<file path="src/rtl/seg7_vga_pkg.sv">
// seg7_vga_pkg: shared types and constants for the seven-segment VGA overlay.
//   state_e     - countdown state machine states (COUNT, BLINK)
//   SEG_*       - bit positions of each segment inside an 8-bit digit mask
//   CYAN, BLACK - 6-bit RRGGBB colours used by the renderer
//   bcd_to_seg  - 10-entry BCD digit to segment pattern table (dp not included)
package seg7_vga_pkg;

    typedef enum logic [0:0] {
        COUNT = 1'b0,
        BLINK = 1'b1
    } state_e;

    localparam int SEG_A  = 0;
    localparam int SEG_B  = 1;
    localparam int SEG_C  = 2;
    localparam int SEG_D  = 3;
    localparam int SEG_E  = 4;
    localparam int SEG_F  = 5;
    localparam int SEG_G  = 6;
    localparam int SEG_DP = 7;

    localparam logic [5:0] CYAN  = 6'b001111;
    localparam logic [5:0] BLACK = 6'b000000;

    // Bit 0 = a ... bit 6 = g. Codes above 9 never occur and render blank.
    function automatic logic [6:0] bcd_to_seg(input logic [3:0] digit);
        logic [6:0] segs;
        case (digit)
            4'd0:    segs = 7'h3f;
            4'd1:    segs = 7'h06;
            4'd2:    segs = 7'h5b;
            4'd3:    segs = 7'h4f;
            4'd4:    segs = 7'h66;
            4'd5:    segs = 7'h6d;
            4'd6:    segs = 7'h7d;
            4'd7:    segs = 7'h07;
            4'd8:    segs = 7'h7f;
            4'd9:    segs = 7'h6f;
            default: segs = 7'h00;
        endcase
        return segs;
    endfunction

endpackage

</file>
<file path="src/rtl/seg7_vga_overlay_glyph.sv">
// seg7_glyph: combinational hit test of one seven-segment digit cell.
//   dx, dy - signed pixel offset from the cell's top-left corner
//   mask   - enabled segments, bit0 = a ... bit6 = g, bit7 = dp
//   hit    - pixel lies in an enabled segment
// Build option SEG7_BEVEL_EN: mitre the ends of segments a..g (dp stays square).
module seg7_glyph
    import seg7_vga_pkg::*;
#(
    parameter int SEG_LEN = 32,
    parameter int SEG_W   = 8
) (
    input  logic signed [10:0] dx,
    input  logic signed [10:0] dy,
    input  logic [7:0]         mask,
    output logic               hit
);

    localparam int W    = SEG_LEN + 2 * SEG_W;
    localparam int H    = 2 * SEG_LEN + 3 * SEG_W;
    localparam int LowY = SEG_LEN + 2 * SEG_W;

    function automatic logic in_rng(input logic signed [10:0] p, input int lo, input int hi);
        return (int'(p) >= lo) && (int'(p) < hi);
    endfunction

    logic [7:0] rect;
    logic [6:0] shape;

    always_comb begin
        rect         = '0;
        rect[SEG_A]  = in_rng(dx, SEG_W, SEG_W + SEG_LEN) && in_rng(dy, 0, SEG_W);
        rect[SEG_G]  = in_rng(dx, SEG_W, SEG_W + SEG_LEN) &&
                       in_rng(dy, SEG_LEN + SEG_W, SEG_LEN + 2 * SEG_W);
        rect[SEG_D]  = in_rng(dx, SEG_W, SEG_W + SEG_LEN) && in_rng(dy, H - SEG_W, H);
        rect[SEG_F]  = in_rng(dx, 0, SEG_W) && in_rng(dy, SEG_W, SEG_W + SEG_LEN);
        rect[SEG_E]  = in_rng(dx, 0, SEG_W) && in_rng(dy, LowY, LowY + SEG_LEN);
        rect[SEG_B]  = in_rng(dx, W - SEG_W, W) && in_rng(dy, SEG_W, SEG_W + SEG_LEN);
        rect[SEG_C]  = in_rng(dx, W - SEG_W, W) && in_rng(dy, LowY, LowY + SEG_LEN);
        rect[SEG_DP] = in_rng(dx, W + 2, W + 2 + SEG_W) && in_rng(dy, H - SEG_W, H);
    end

`ifdef SEG7_BEVEL_EN
    // u runs along the segment, v across it; keep pixels inside the two 45-degree mitres.
    function automatic logic bevel_ok(input int u, input int v);
        int a;
        a = (v >= SEG_W / 2) ? (v - SEG_W / 2) : (SEG_W / 2 - v);
        return (u >= a) && ((SEG_LEN - 1 - u) >= a);
    endfunction

    always_comb begin
        shape        = '0;
        shape[SEG_A] = rect[SEG_A] && bevel_ok(int'(dx) - SEG_W, int'(dy));
        shape[SEG_G] = rect[SEG_G] && bevel_ok(int'(dx) - SEG_W, int'(dy) - (SEG_LEN + SEG_W));
        shape[SEG_D] = rect[SEG_D] && bevel_ok(int'(dx) - SEG_W, int'(dy) - (H - SEG_W));
        shape[SEG_F] = rect[SEG_F] && bevel_ok(int'(dy) - SEG_W, int'(dx));
        shape[SEG_E] = rect[SEG_E] && bevel_ok(int'(dy) - LowY, int'(dx));
        shape[SEG_B] = rect[SEG_B] && bevel_ok(int'(dy) - SEG_W, int'(dx) - (W - SEG_W));
        shape[SEG_C] = rect[SEG_C] && bevel_ok(int'(dy) - LowY, int'(dx) - (W - SEG_W));
    end
`else
    assign shape = rect[6:0];
`endif

    assign hit = |({rect[SEG_DP], shape} & mask);

endmodule

</file>
<file path="src/rtl/seg7_vga_overlay.sv">
// seg7_vga_overlay: draws DIGITS seven-segment digits (with dp) over a VGA background.
// A frame-rate state machine runs a looping BCD countdown followed by a dp blink phase;
// a non-zero user_seg seen on frame_tick switches permanently (until reset) to user mode.
//   clk, rst_n            - pixel clock, synchronous active-low reset
//   hpos, vpos            - pixel position; display_on - visible area flag
//   hsync_in, vsync_in    - syncs aligned with hpos; bg_rgb - background pixel
//   frame_tick            - one pulse per frame during vertical blank
//   user_seg              - byte i drives digit i (bit0 = a ... bit7 = dp)
//   rgb                   - output pixel, 2 cycles after its inputs
//   hsync_out, vsync_out  - syncs delayed 2 cycles; show - sticky user-mode flag
// Build option SEG7_BEVEL_EN (in seg7_glyph): mitred segment ends, same latency.
module seg7_vga_overlay
    import seg7_vga_pkg::*;
#(
    parameter int DIGITS          = 2,
    parameter int SEG_LEN         = 32,
    parameter int SEG_W           = 8,
    parameter int ORIGIN_X        = 192,
    parameter int ORIGIN_Y        = 160,
    parameter int DIGIT_PITCH     = 64,
    parameter int FRAMES_PER_STEP = 64
) (
    input  logic                  clk,
    input  logic                  rst_n,
    input  logic [9:0]            hpos,
    input  logic [9:0]            vpos,
    input  logic                  display_on,
    input  logic                  hsync_in,
    input  logic                  vsync_in,
    input  logic [5:0]            bg_rgb,
    input  logic                  frame_tick,
    input  logic [8*DIGITS-1:0]   user_seg,
    output logic [5:0]            rgb,
    output logic                  hsync_out,
    output logic                  vsync_out,
    output logic                  show
);

    localparam int W     = SEG_LEN + 2 * SEG_W;
    localparam int H     = 2 * SEG_LEN + 3 * SEG_W;
    localparam int CellW = W + 2 + SEG_W;  // includes the dp column
    localparam int FcW   = (FRAMES_PER_STEP > 1) ? $clog2(FRAMES_PER_STEP) : 1;

    localparam logic [FcW-1:0]      FcLast   = FcW'(FRAMES_PER_STEP - 1);
    localparam logic [4*DIGITS-1:0] AllNines = {DIGITS{4'h9}};

    // ---------------------------------------------------------------- animation state
    state_e              state_q, state_d;
    logic [4*DIGITS-1:0] bcd_q, bcd_d;
    logic [2:0]          blink_q, blink_d;
    logic [FcW-1:0]      fcnt_q, fcnt_d;
    logic [8*DIGITS-1:0] shadow_q;
    logic                step;

    function automatic logic [4*DIGITS-1:0] bcd_dec(input logic [4*DIGITS-1:0] v);
        logic [4*DIGITS-1:0] r;
        logic                borrow;
        r      = v;
        borrow = 1'b1;
        for (int k = 0; k < DIGITS; k++) begin
            if (borrow) begin
                if (v[4*k +: 4] == 4'd0) begin
                    r[4*k +: 4] = 4'd9;
                end else begin
                    r[4*k +: 4] = v[4*k +: 4] - 4'd1;
                    borrow      = 1'b0;
                end
            end
        end
        return r;
    endfunction

    // Uses the current show, so a step coinciding with show rising still completes.
    assign step = frame_tick && !show && (fcnt_q == FcLast);

    always_comb begin
        state_d = state_q;
        bcd_d   = bcd_q;
        blink_d = blink_q;
        fcnt_d  = fcnt_q;
        if (frame_tick && !show) begin
            fcnt_d = step ? '0 : fcnt_q + 1'b1;
        end
        if (step) begin
            case (state_q)
                COUNT: begin
                    if (bcd_q == '0) begin
                        state_d = BLINK;
                        blink_d = '0;
                    end else begin
                        bcd_d = bcd_dec(bcd_q);
                    end
                end
                BLINK: begin
                    if (blink_q == 3'd5) begin
                        state_d = COUNT;
                        bcd_d   = AllNines;
                        blink_d = '0;
                    end else begin
                        blink_d = blink_q + 3'd1;
                    end
                end
                default: state_d = COUNT;
            endcase
        end
    end

    always_ff @(posedge clk) begin
        if (!rst_n) begin
            state_q  <= COUNT;
            bcd_q    <= AllNines;
            blink_q  <= '0;
            fcnt_q   <= '0;
            shadow_q <= '0;
            show     <= 1'b0;
        end else begin
            state_q <= state_d;
            bcd_q   <= bcd_d;
            blink_q <= blink_d;
            fcnt_q  <= fcnt_d;
            if (frame_tick) begin
                shadow_q <= user_seg;
                show     <= show | (|user_seg);
            end
        end
    end

    // ---------------------------------------------------------------- pixel pipeline
    logic             disp_q, hs_q, vs_q;
    logic [5:0]       bg_q;
    logic [DIGITS-1:0] digit_hit;

    for (genvar i = 0; i < DIGITS; i++) begin : g_digit
        localparam int CellX = ORIGIN_X + (DIGITS - 1 - i) * DIGIT_PITCH;

        logic signed [10:0] dx_c, dy_c, dx_q, dy_q;
        logic               in_cell_c, in_cell_q, seg_hit;
        logic [7:0]         fsm_mask, mask;

        assign dx_c      = $signed({1'b0, hpos}) - 11'(CellX);
        assign dy_c      = $signed({1'b0, vpos}) - 11'(ORIGIN_Y);
        assign in_cell_c = (int'(dx_c) >= 0) && (int'(dx_c) < CellW) &&
                           (int'(dy_c) >= 0) && (int'(dy_c) < H);

        always_ff @(posedge clk) begin
            if (!rst_n) begin
                dx_q      <= '0;
                dy_q      <= '0;
                in_cell_q <= 1'b0;
            end else begin
                dx_q      <= dx_c;
                dy_q      <= dy_c;
                in_cell_q <= in_cell_c;
            end
        end

        // Masks only change on frame_tick (vertical blank), so no tearing mid-frame.
        assign fsm_mask = (state_q == COUNT) ? {1'b0, bcd_to_seg(bcd_q[4*i +: 4])}
                                             : {~blink_q[0], 7'b0};
        assign mask     = show ? shadow_q[8*i +: 8] : fsm_mask;

        seg7_glyph #(
            .SEG_LEN (SEG_LEN),
            .SEG_W   (SEG_W)
        ) u_glyph (
            .dx   (dx_q),
            .dy   (dy_q),
            .mask (mask),
            .hit  (seg_hit)
        );

        assign digit_hit[i] = in_cell_q && seg_hit;
    end

    always_ff @(posedge clk) begin
        if (!rst_n) begin
            disp_q    <= 1'b0;
            hs_q      <= 1'b0;
            vs_q      <= 1'b0;
            bg_q      <= '0;
            rgb       <= BLACK;
            hsync_out <= 1'b0;
            vsync_out <= 1'b0;
        end else begin
            disp_q    <= display_on;
            hs_q      <= hsync_in;
            vs_q      <= vsync_in;
            bg_q      <= bg_rgb;
            hsync_out <= hs_q;
            vsync_out <= vs_q;
            if (!disp_q) begin
                rgb <= BLACK;
            end else if (|digit_hit) begin
                rgb <= CYAN;
            end else begin
                rgb <= bg_q;
            end
        end
    end

endmodule

</file>
<file path="config.mk">
export PLATFORM = sky130hd
export DESIGN_NAME = seg7_vga_overlay
export DESIGN_NICKNAME = d
export VERILOG_FILES = /design/src/rtl/seg7_vga_pkg.sv /design/src/rtl/seg7_vga_overlay_glyph.sv /design/src/rtl/seg7_vga_overlay.sv
export SDC_FILE = /design/constraint.sdc
export NUM_CORES = 1
export LEC_CHECK = 0
export BUFFER_PORTS_ARGS = -buffer_cell sky130_fd_sc_hd__clkbuf_2
export CAP_MARGIN = 30
export CORE_ASPECT_RATIO = 1.4
export CORE_UTILIZATION = 43
export DETAILED_ROUTE_END_ITERATION = 16
export REMOVE_ABC_BUFFERS = 1
export SYNTH_ARGS = -nofsm -noshare
export SYNTH_HDL_FRONTEND = slang
export SYNTH_SLANG_ARGS = --single-unit
</file>
<file path="constraint.sdc">
create_clock -name clk -period 2.9 [get_ports clk]
set_input_delay 0.29 -clock clk [delete_from_list [all_inputs] [get_ports clk]]
set_output_delay 0.29 -clock clk [all_outputs]
set_load 0.02 [all_outputs]
</file>
# Word-level counts from Yosys, hierarchy flattened

Memory sizes are Yosys's and may differ from the RTL's. A register that Yosys moved wholly into a read port is not among the register bits.
Cells that the tools add are included.

Register bits: 87
ROM bits: 224
Bits of input ports: 48
Memories kept: 2
Logic and storage cells: 152

Memories:

| memory          | words | bits a word | rd ports | clocked after memory_dff | wr ports | RTL line           | source |
|---|---|---|---|---|---|---|---|
| (no name shown) | 16    | 7           | 1        | 1                        | 0        | seg7_vga_pkg.sv:28 | `case (digit)` |
| (no name shown) | 16    | 7           | 1        | 1                        | 0        | seg7_vga_pkg.sv:28 |  |

Multiplexer cells: 26
Reductions and logical operators: 52
Eq/ne operators: 6
$add $sub $neg: 7
$lt $le $gt $ge: 32
Bitwise gates (word level): 7

Operators by type and width:

| kind                                                                                 | count |
|---|---|
| 11-bit by 7-bit less-than comparator with 1-bit output, second input constant        | 10 |
| 11-bit by 1-bit greater-or-equal comparator with 1-bit output, second input constant | 6 |
| 11-bit by 7-bit greater-or-equal comparator with 1-bit output, second input constant | 6 |
| 8-bit two-way mux                                                                    | 6 |
| 1-bit logical AND                                                                    | 39 |
| 11-bit by 5-bit greater-or-equal comparator with 1-bit output, second input constant | 3 |
| 11-bit by 5-bit less-than comparator with 1-bit output, second input constant        | 3 |
| 11-bit by 8-bit less-than comparator with 1-bit output, second input constant        | 3 |
| 4-bit two-way mux                                                                    | 8 |
| 10-bit by 8-bit subtractor with 11-bit output, second input constant                 | 2 |
| 8-bit bitwise AND                                                                    | 2 |
| 8-bit case mux with 2 select lines                                                   | 1 |
| 16-bit OR reduction                                                                  | 1 |
| 8-bit OR reduction                                                                   | 2 |
| 11-bit by 8-bit greater-or-equal comparator with 1-bit output, second input constant | 1 |
| 10-bit by 9-bit subtractor with 11-bit output, second input constant                 | 1 |
| 4-bit logical NOT                                                                    | 2 |
| 8-bit logical NOT                                                                    | 1 |
| 4-bit by 1-bit subtractor with 4-bit output, second input constant                   | 2 |
| 6-bit by 1-bit adder with 6-bit output, second input constant                        | 1 |
| 6-bit == test, second input constant                                                 | 1 |
| 1-bit two-way mux                                                                    | 6 |
| 3-bit two-way mux                                                                    | 2 |
| 6-bit two-way mux                                                                    | 1 |
| other kinds (14)                                                                     | 20 |

# Longest topological paths before layout

Depth after elaboration: 10
Mapped depth: 12

# Modules after synthesis

Synthesis repeated with hierarchy kept, for this count alone.

Cell total of the unflattened synthesis: 477
Area, all modules: 4608.2 um^2

By module, submodules not included:

| module           | times used | sequential area each (um^2) | cells each | area each (um^2) |
|---|---|---|---|---|
| seg7_vga_overlay | 1          | 1901.8                      | 411        | 4100.2 |
| seg7_glyph       | 2          | 0.0                         | 33         | 254.0 |

# Worst setup path after synthesis

No wires, ideal clock.

Kind: reg2reg
From: reg bcd_q[0]
To: reg with a tool-made name
Stages on the path, launching flop included: 10
Data arrival time: 2369 ps
Path slack: 461 ps
Library setup time: 70 ps
Period minus slack after synthesis: 2439 ps
Cell sequence: dfxtp_1 inv_1 ha_1 nor3b_1 a31o_2 a211oi_1 mux2_2 ha_1 mux2_1 o21ai_1

RTL lines:

| what                   | RTL line                | source |
|---|---|---|
| from (decl)            | seg7_vga_overlay.sv:49  | `logic [4*DIGITS-1:0] bcd_q, bcd_d;` |
| from (signal assigned) | seg7_vga_overlay.sv:111 | `bcd_q <= AllNines;` |

==> qor.yml <==
power_and_ir_drop:
  power_frac_seq: 0.482
  leakagePower_nw: 2.25
  p_switching_w: 0.000680
  ir_drop_v: 0.000380
  p_sw_frac: 0.244
  p_int_w: 0.00211
  clockPowerShare: 0.428
  p_comb_frac: 0.089
  power_density_nw_per_um2: 541
route:
  postRouteAntennaNets: 0
  wl_per_cell_um: 14.7
  drtIter0Drc: 92
  routed_wl_mm: 9.81
  drtPass1Iterations: 5
  dr_total_vias: 3486
  vias_per_cell: 5.23
  drc_errors: 0
timing:
  timing.hold.ws_ns: 0.150
  worstMarginPinSlew_ns: 0.778
  fin_crit_sh: 0.916
  slew_viol_final: 0
  setup_viol: 0
  fin_skew_ns: 0.00984
  max_freq_ghz: 0.377
  hold_viol: 0
  layout_min_cycle_time_ns: 2.66
  maxSlewHeadroom: 0.480
  fin_setup_tns_ns: 0
  rsz0062_at_grt: "false"
synthesis:
  ys_seq_area_frac: 0.418
  synth_area_sq_um: 4410
  ys_types: 68
  synth_area_leaders: "dfxtp_1 42%, ha_1 7.4%, mux2i_1 5.9%, nor2_1 3.9%, and2_1 3.7%"
  yosysTopAreaCell: "dfxtp_1"
  syn-instance-count: 472
  synth_flop_cell: "dfxtp_1"
  ys_ff_latch: 92
  syn_area_per_cell_sq_um: 9.34
  async_flop_share: 0
  ys.warnings.count: 0
  synth-edff-count: 0
  synth_top_area_frac: 0.418
setup_path:
  setup.worst_path.start: "bcd_q[0]"
  r2r_cells: 10
  crit_required_ns: 3.12
  critPathKind: "register to register"
  arrival_ns: 2.87
  cp_max_fo: 5
  endpoint_kind: "register"
  rrSetupSlack_ns: 0.24
  crit_path_start_kind: "register"
  r2r-start: "bcd_q[0]"
floorplan:
  start_util: 0.443
  die_w_um: 87.6
  ios: 57
  rows: 43
  coreArea_sq_um: 9950
  dieArea_sq_um: 10700
  die_h_um: 122
cts:
  cts_root_buf: "clkbuf_16"
  cts_max_path_buffers: 2
  clk_latency_ns: 0.34
  cts_tree: "done"
  cts_setup_buffers: 0
  clock-sinks: 92
  cts_max_level: 3
  cts_resized: 0
  hold_buffers: 0
  clk_pin_slew_worst_paths_ns: 0.07
  cts_inserted_buffers: 9
global_route:
  track_usage: 0.198
  grt_pass1_vias: 3461
  grt_max_degree: 30
  grt_pass1_wl_mm: 16.1
  antenna_found_initial: 0
  overflow: 0
status:
  status: "completed"
cells_and_area:
  final_layout_size_suffix_gt1_frac: 0.188
  diodes: 0
  syn_to_final_growth_pct: 17.0
  fin_util: 0.518
  fin_nets: 601
min_path:
  worst_hold_startpoint: "bg_rgb[0]"
  hold_class: "input port to register"
run:
  maxCapViolCount: 0
place:
  place.gp.congestion: 0.787
  numPortBuffers: 53
  dpl.hpwl_mm: 7.49
power by group through the flow:
stage	combinational (W)	sequential [W]	clock [W]
final	0.000250	0.00135	0.00120
after global routing	0.000280	0.00135	0.00127
after CTS	0.000252	0.00135	0.00122
after detailed placement	0.000250	0.00137	0
after global placement	0.000244	0.00137	0
after floorplan	0.000143	0.00137	0
Yosys cell counts (3+ instances only):
cell	count
dfxtp_1	92
nor2_1	46
and2_1	26
ha_1	26
mux2i_1	26
nand2_1	22
inv_1	21
a21oi_1	14
clkbuf_1	11
nor3_1	11
o21ai_0	10
and3_1	9
o21ai_1	9
a22oi_1	8
a22o_1	7
a31oi_1	7
nand2b_1	7
nor2b_1	6
buf_1	5
nand4_1	5
nor3b_1	5
nor4_1	5
o211ai_1	5
or3_1	5
xnor2_1	5
xor2_1	5
nand3_1	4
nand3b_1	4
or4_1	4
a211oi_1	3
inv_2	3
nor4b_1	3
o2111ai_1	3
or4_4	3
layout make-up:
class,count,area [sq um]
multi-input cells,337,2400
flip-flops and latches,92,1840
well taps,135,169
repair buffers,63,353
clock inverters,7,80.1
fillers,958,4790
inverters,24,90.1
clock buffers,9,225
stage by stage:
| step | cell area [sq um] | setup WS (ns) | power, W | std cells |
|---|---|---|---|---|
| after global routing | 5160 | 0.0521 | 0.00290 | 667 |
| after floorplan | 4320 | 0.368 | 0.00152 | 453 |
| after detailed placement | 4840 | 0.145 | 0.00163 | 651 |
| after CTS | 5140 | 0.108 | 0.00282 | 667 |
| final | 5160 | 0.244 | 0.00279 | 667 |
| after global placement | 4840 | 0.215 | 0.00162 | 651 |
cell usage in the layout (no fill, tap or decap), types with 4 or more instances in the layout:
cell	instances
nor4_1	5
mux2i_1	26
buf_4	9
nand2b_1	7
or3_1	5
nand3_1	4
a31oi_1	7
clkbuf_16	9
nor2b_1	6
nand2_1	22
xor2_1	5
ha_1	26
o21ai_1	9
nand4_1	5
inv_1	21
dfxtp_1	92
clkbuf_2	53
a21oi_1	13
xnor2_1	5
o211ai_1	5
o21ai_0	10
a22o_1	7
nand3b_1	4
nor3_1	11
nor3b_1	4
and2_1	26
nor2_1	46
a22oi_1	8
and3_1	9
or4_1	4
cells by family (layout without fill, tap and decap cells):
kind of cell / after synthesis / in the layout / synth area share
AND/OR/NAND/NOR: 178 / 178 / 0.225
flip-flops: 92 / 92 / 0.418
AO/OA/AOI/OAI: 91 / 91 / 0.145
buffers and inverters: 43 / 103 / 0.0409
multiplexers: 32 / 32 / 0.0775
adder cells (fa/ha/maj): 26 / 26 / 0.0738
XOR/XNOR: 10 / 10 / 0.0199
worst min-delay path by stage:
stage               cells after the start  slack, ns                  to
finish                                  2       0.15             bg_q[0]
floorplan                               1       0.36  g_digit[1].dx_q[6]
CTS                                     2       0.14             bg_q[0]
detailed placement                      1       0.43           vsync_out
global route                            2       0.15             bg_q[0]
global placement                        1       0.42           vsync_out
critical path, cell delays in order, from the launching register on:
cell      delay [ns]
dfxtp_1         0.39
inv_1           0.08
ha_1            0.20
nor3b_2         0.18
a31oi_1         0.41
o21ai_0         0.20
o211ai_1        0.37
inv_1           0.17
ha_1            0.22
o2bb2a_1        0.24
o21ai_1         0.06
per-layer routing:
layer	share of wire	track usage
met5	0	0
met4	0.015	0.0779
met3	0.034	0.0346
met2	0.51	0.358
met1	0.44	0.228
Note: power is estimated with default switching activity, not from simulation.
